`src/rtl/drac_pkg.sv`:
```
// Shared decode/issue types and sizing for the front-end pipeline.
//   NUM_SCALAR_INSTR              : lanes per cycle through the ID->IR boundary
//   INSTRUCTION_QUEUE_NUM_ENTRIES : depth of the ID->IR instruction queue (power of two)
//   iq_ptr_t / iq_num_t           : queue pointer and occupancy count types
//   id_ir_stage_t                 : one decoded instruction handed from ID to IR
package drac_pkg;

    localparam int NUM_SCALAR_INSTR              = 2;
    localparam int INSTRUCTION_QUEUE_NUM_ENTRIES = 16;

    typedef logic [$clog2(INSTRUCTION_QUEUE_NUM_ENTRIES)-1:0] iq_ptr_t;
    typedef logic [$clog2(INSTRUCTION_QUEUE_NUM_ENTRIES):0]   iq_num_t;

    typedef struct packed {
        logic        valid;
        logic [39:0] pc;
        logic [31:0] inst;
    } instr_t;

    typedef struct packed {
        instr_t      instr;
        logic [3:0]  ex_cause;
        logic        ex_valid;
    } id_ir_stage_t;

endpackage

```
`src/rtl/instr_queue.sv`:
```
// In-order multi-lane instruction queue between decode (ID) and issue/rename (IR).
// Accepts up to NUM_SCALAR_INSTR instructions per cycle and presents up to
// NUM_SCALAR_INSTR head entries, popped by per-lane read strobes.
//   clk_i           : clock, all state updates on rising edge
//   rst_i           : synchronous active-high reset (priority over flush_i)
//   instruction_S_i : lanes to enqueue; valid lanes form a prefix from lane 0
//   flush_i         : discard all contents, overrides push/pop
//   read_head_S_i   : lane k pops entry head+k; strobes form a prefix from lane 0
//   instruction_S_o : entry at head+k, valid forced low when k >= num
//   full_o          : fewer than NUM_SCALAR_INSTR free slots (registered num only)
//   empty_o         : queue holds no entries (registered num only)
module instr_queue
    import drac_pkg::*;
(
    input  logic                                  clk_i,
    input  logic                                  rst_i,
    input  id_ir_stage_t [NUM_SCALAR_INSTR-1:0]   instruction_S_i,
    input  logic                                  flush_i,
    input  logic         [NUM_SCALAR_INSTR-1:0]   read_head_S_i,
    output id_ir_stage_t [NUM_SCALAR_INSTR-1:0]   instruction_S_o,
    output logic                                  full_o,
    output logic                                  empty_o
);

    localparam int DEPTH = INSTRUCTION_QUEUE_NUM_ENTRIES;
    localparam int N     = NUM_SCALAR_INSTR;

    id_ir_stage_t mem [DEPTH];
    iq_ptr_t      head;
    iq_ptr_t      tail;
    iq_num_t      num;

    iq_num_t      push_cnt;
    iq_num_t      pop_cnt;
    logic         push_run;
    logic         pop_run;

    // Full/empty depend only on registered num, so a same-cycle pop can never
    // open room for a push that full_o already refused.
    assign full_o  = (num > iq_num_t'(DEPTH - N));
    assign empty_o = (num == '0);

    // Only the leading run of valid lanes / strobes counts; pops beyond the
    // current occupancy are ignored. A full queue drops the whole push.
    always_comb begin
        push_cnt = '0;
        pop_cnt  = '0;
        push_run = 1'b1;
        pop_run  = 1'b1;
        for (int k = 0; k < N; k++) begin
            push_run = push_run & instruction_S_i[k].instr.valid;
            if (push_run) begin
                push_cnt = push_cnt + iq_num_t'(1);
            end
            pop_run = pop_run & read_head_S_i[k] & (iq_num_t'(k) < num);
            if (pop_run) begin
                pop_cnt = pop_cnt + iq_num_t'(1);
            end
        end
        if (full_o) begin
            push_cnt = '0;
        end
    end

    always_ff @(posedge clk_i) begin
        if (rst_i || flush_i) begin
            head <= '0;
            tail <= '0;
            num  <= '0;
        end else begin
            // Pointer arithmetic wraps modulo DEPTH, so a push spanning the end
            // of the array lands at index 0 in the same cycle.
            for (int k = 0; k < N; k++) begin
                if (iq_num_t'(k) < push_cnt) begin
                    mem[tail + iq_ptr_t'(k)] <= instruction_S_i[k];
                end
            end
            tail <= tail + iq_ptr_t'(push_cnt);
            head <= head + iq_ptr_t'(pop_cnt);
            num  <= num + push_cnt - pop_cnt;
        end
    end

    // Read side is combinational from registered head/num; there is no bypass
    // from the write port, so a push is visible one cycle later at the earliest.
    always_comb begin
        for (int k = 0; k < N; k++) begin
            instruction_S_o[k] = mem[head + iq_ptr_t'(k)];
            if (iq_num_t'(k) >= num) begin
                instruction_S_o[k].instr.valid = 1'b0;
            end
        end
    end

endmodule

```
`config.mk`:
```
export PLATFORM = sky130hd
export DESIGN_NAME = instr_queue
export DESIGN_NICKNAME = d
export VERILOG_FILES = /design/src/rtl/drac_pkg.sv /design/src/rtl/instr_queue.sv
export SDC_FILE = /design/constraint.sdc
export NUM_CORES = 2
export LEC_CHECK = 0
export BUFFER_PORTS_ARGS = -buffer_cell sky130_fd_sc_hd__buf_2
export CORE_ASPECT_RATIO = 0.5
export CORE_MARGIN = 4
export CORE_UTILIZATION = 60
export DETAILED_ROUTE_END_ITERATION = 10
export GPL_TIMING_DRIVEN = 0
export PLACE_DENSITY = 0.84
export SLEW_MARGIN = 15
export SYNTH_ARGS = -nofsm -noshare
export SYNTH_HDL_FRONTEND = slang
export SYNTH_SLANG_ARGS = --single-unit
```
`constraint.sdc`:
```
create_clock -name clk_i -period 17.35 [get_ports clk_i]
set_input_delay 3.47 -clock clk_i [delete_from_list [all_inputs] [get_ports clk_i]]
set_output_delay 3.47 -clock clk_i [all_outputs]
set_load 0.005 [all_outputs]
```
After elaboration in Yosys (flattened, before gate mapping)
Memories as Yosys holds them, arrays and structs flattened. A register that Yosys moved wholly into a read port is not among the register bits.
Cells that the tools add are included.
Widths: inputs -> output; s select.
- input port bits: 161
- bits in registers: 13
- memories kept: 1
- logic and storage cells: 39
- bits in writable memories: 1248
- reductions and logical operators: 2
- order comparisons: 7
- bitwise logic cells: 4
- multiplexer cells: 14
- add/sub/neg operators: 8
- memory list (name ; words ; bits a word ; rd ports ; clocked after Yosys merged registers in ; wr ports ; RTL line ; RTL):
    mem ; 16 ; 78 ; 2 ; 1 ; 2 ; instr_queue.sv:28 ; id_ir_stage_t mem [DEPTH];
- operator list (kind ; number):
    $lt 1x5->1 const A ; 4
    $ge 1x5->1 const A ; 2
    $mux 1 ; 10
    $add 4x1->4 const B ; 2
    $add 4x4->4 ; 2
    $add 5x5->5 ; 1
    $gt 5x4->1 const B ; 1
    $logic_not 5->1 ; 1
    $mux 5 ; 1
    $sub 5x5->5 ; 1
    $add 1x1->2 const B ; 2
    $and 1x1->1 ; 4
    $mux 2 ; 2
    $mux 4 ; 1
    $logic_or 1x1->1 ; 1

Logic depth before layout (Yosys ltp)
- depth after elaboration: 8
- depth in mapped cells: 16

Worst setup path after synthesis
No wires, ideal clock.
- kind: input to register
- start: in instruction_S_i[77] (netlist bit)
- end: mem mem[14][0] (netlist bit), enable pin
- setup time: 634 ps
- data required time: 16716 ps
- arrival: 10101 ps
- stages: 4
- slack: 6615 ps
- cell sequence: clkbuf_1 > clkbuf_1 > nand3_1 > o32ai_1
- RTL lines (what ; RTL line ; RTL):
    start, declared ; instr_queue.sv:17 ; input id_ir_stage_t [NUM_SCALAR_INSTR-1:0] instruction_S_i,
    end, declared ; instr_queue.sv:28 ;

==> impl_metrics.ini <==
[drt]
firstDrtPassIters = 9
avgRoutedWirePerCell_um = 40.9
first_iter_violations = 8811
wl_um = 253000
avgViaCountPerCell = 7.84
ant_nets = 0
drcViolationCount = 0
vias = 48600

[clock_tree]
htree_levels = 3
cts_max_path_buffers = 3
cts_resized = 0
hold_buffers = 0
cts_buffers = 114
cts_tree = built
post_cts_buffers = 0
clk_pin_slew_ps = 70
clock_sinks = 1261
clk_latency_ps = 770
cts-root-buf = clkbuf_16

[placement]
dp_hpwl_um = 167000
placed_area_um2 = 78700
port_buffers = 318
finalWeightedCongestion = 0.918

[layout]
final_common_cell = edfxtp_1
final_nets = 4640
syn2layout_area_growth_pct = 13.6
seq_area_um2 = 37700
multi_input_area_um2 = 32900
design_area_um2 = 82600
final_cell_mix = edfxtp_1 (1,248), mux2_2 (1,127), mux4_2 (779), buf_2 (490), clkbuf_1 (270)
drive_gt1_share_pct = 61.9
fillers = 7028

[timing]
tightest_slew_ps = 1350
fmax_ghz = 0.118
hold_violations = 0
drv_slew = 0
period_share_pct = 48.9
setup_tns_ps = 0
rsz0062_at_grt = false
fin_skew_ps = 22.9
setup_viol = 0
slew_headroom_pct = 10.3
min_period_ps = 8490

[setup_path]
critPathRequiredTime_ps = 13880
start_kind = flop
end_kind = primary output
slowest_delay_ps = 1020
cpMostUsedCell = clkbuf_1
path_cells = ha_1 -> clkbuf_1 -> clkbuf_1 -> clkbuf_1 -> mux4_2 -> mux2_2 -> o211a_1 -> buf_2
crit_path_start = head[1]
regToRegStartpoint = num[4]
critPathKind = reg2out
arrival_ps = 5020
slowest_stage = clkbuf_1
crit_fanout = 10

[synthesis]
synth.avg_cell_area_um2 = 18.6
yosys.cell_types.count = 46
synth_edf_count = 1248
syn_area_um2 = 72700
synthArstFlopShare_pct = 0
synthFlopType = edfxtp_1
yosysSeqAreaShare_pct = 51.9
syn_inst = 3901
synthesis.nets = 4080
yosys_warnings = 0
ys_ff_latch = 1261

[floorplanning]
start_util_pct = 61.1
die-height_um = 254
die-area_um2 = 127000
die_x_um = 500
rows = 89
core-area_um2 = 119000
ios = 319

[pwr]
internal_power_mw = 6.00
p_per_area_nw_per_um2 = 104
p_sw_mw = 2.59
comb_power_share_pct = 29.7
sequentialPowerShare_pct = 39.6
ir_drop_v = 0.0000823
p_sw_share_pct = 30.1
leakagePower_nw = 26.7
clkPwrFrac_pct = 30.7

[min_path]
hold_path_class = reg2reg
hold_start = tail[0]

[global_route]
grt_max_degree = 18
grt_pass1_wl_um = 355000
grt_overflow_total = 0
grt_pass1_vias = 49000
grt_use_total_pct = 39.6
antenna_found_initial = 40

[outcome]
status = completed

[job]
drv_cap = 0
==> area by class of cell <==
cell class / count / share of cell area [%]
buffer: 481 / 2.70
clock inverter: 72 / 0.796
sequential: 1261 / 45.7
multi-input combinational: 2144 / 39.8
clock buffer: 142 / 3.71
timing repair buffer: 444 / 4.68
tap: 1592 / 2.41
inverter: 15 / 0.0682
antenna: 41 / 0.124
==> registers in the layout, indices dropped and copies added (netlist names) <==
register / count
num: 5
mem: 1248
tail: 4
head: 4
==> routing by layer <==
metal  global-route usage [%]  up-vias  wire (um)
met2                     57.8     5321     111000
li1                         -    17600          -
met5                        0        -        101
met3                     16.0     1322      43200
met4                     25.0       12      18800
met1                     50.1    24300      80000
==> cell families after synthesis <==
| family | after synthesis | share of synthesized area [%] |
|---|---|---|
| mux | 2013 | 43.6 |
| flops | 1261 | 51.9 |
| buf+inv | 496 | 3.13 |
| simple gates | 81 | 0.771 |
| compound gates | 25 | 0.205 |
| fa+ha+maj | 18 | 0.351 |
| xor+xnor | 7 | 0.0843 |
==> worst max-delay path: cells and delay by family (launching register included) <==
kind	cells	cell delay, ps
buffers and inverters	4	2410
adder cells (fa/ha/maj)	1	360
AO/OA/AOI/OAI	1	330
flip-flops	1	410
multiplexers	2	730
==> Yosys cell counts, types with 9 or more instances <==
master | count | share of area [%]
mux2_4 | 60 | 1.2
nand2_1 | 9 | 0.046
edfxtp_1 | 1248 | 52
ha_1 | 14 | 0.24
mux4_2 | 779 | 24
mux2_1 | 46 | 0.71
o21ai_0 | 14 | 0.096
buf_4 | 10 | 0.10
buf_2 | 172 | 1.2
nor2_1 | 15 | 0.077
mux2_2 | 1127 | 17
buf_6 | 21 | 0.33
inv_1 | 14 | 0.072
nand3_1 | 10 | 0.069
dfxtp_1 | 13 | 0.36
clkbuf_1 | 256 | 1.3
buf_1 | 22 | 0.11
==> per-stage QoR <==
| step | util, % | hold slack, ps | power, mW | cells | setup WS, ps |
|---|---|---|---|---|---|
| after CTS | 69.3 | 612 | 8.49 | 6150 | 9120 |
| final | 69.4 | 615 | 8.59 | 6192 | 8860 |
| after global placement | 64.1 | 562 | 5.87 | 5811 | -2920 |
| after detailed placement | 66.1 | 597 | 5.92 | 5936 | 9940 |
| after floorplan | - | 546 | 5.02 | 3901 | 6610 |
| after global routing | 69.3 | 643 | 8.74 | 6178 | 9020 |
==> power groups by stage <==
stage / logic, mW / clock network, mW / registers [mW]
after floorplan: 1.56 / 0 / 3.46
after global placement: 2.39 / 0 / 3.48
after detailed placement: 2.45 / 0 / 3.47
after CTS: 2.48 / 2.61 / 3.40
after global routing: 2.61 / 2.73 / 3.40
final: 2.55 / 2.64 / 3.40
==> worst paths after layout <==
check,end,slack [ps],cells past startpoint
max,instruction_S_o[155],8860,8
min,tail[0],620,2
max reg2reg,mem[10][50],12950,12
min reg2reg,tail[0],620,2
Note: power is estimated with default switching activity, not from simulation.
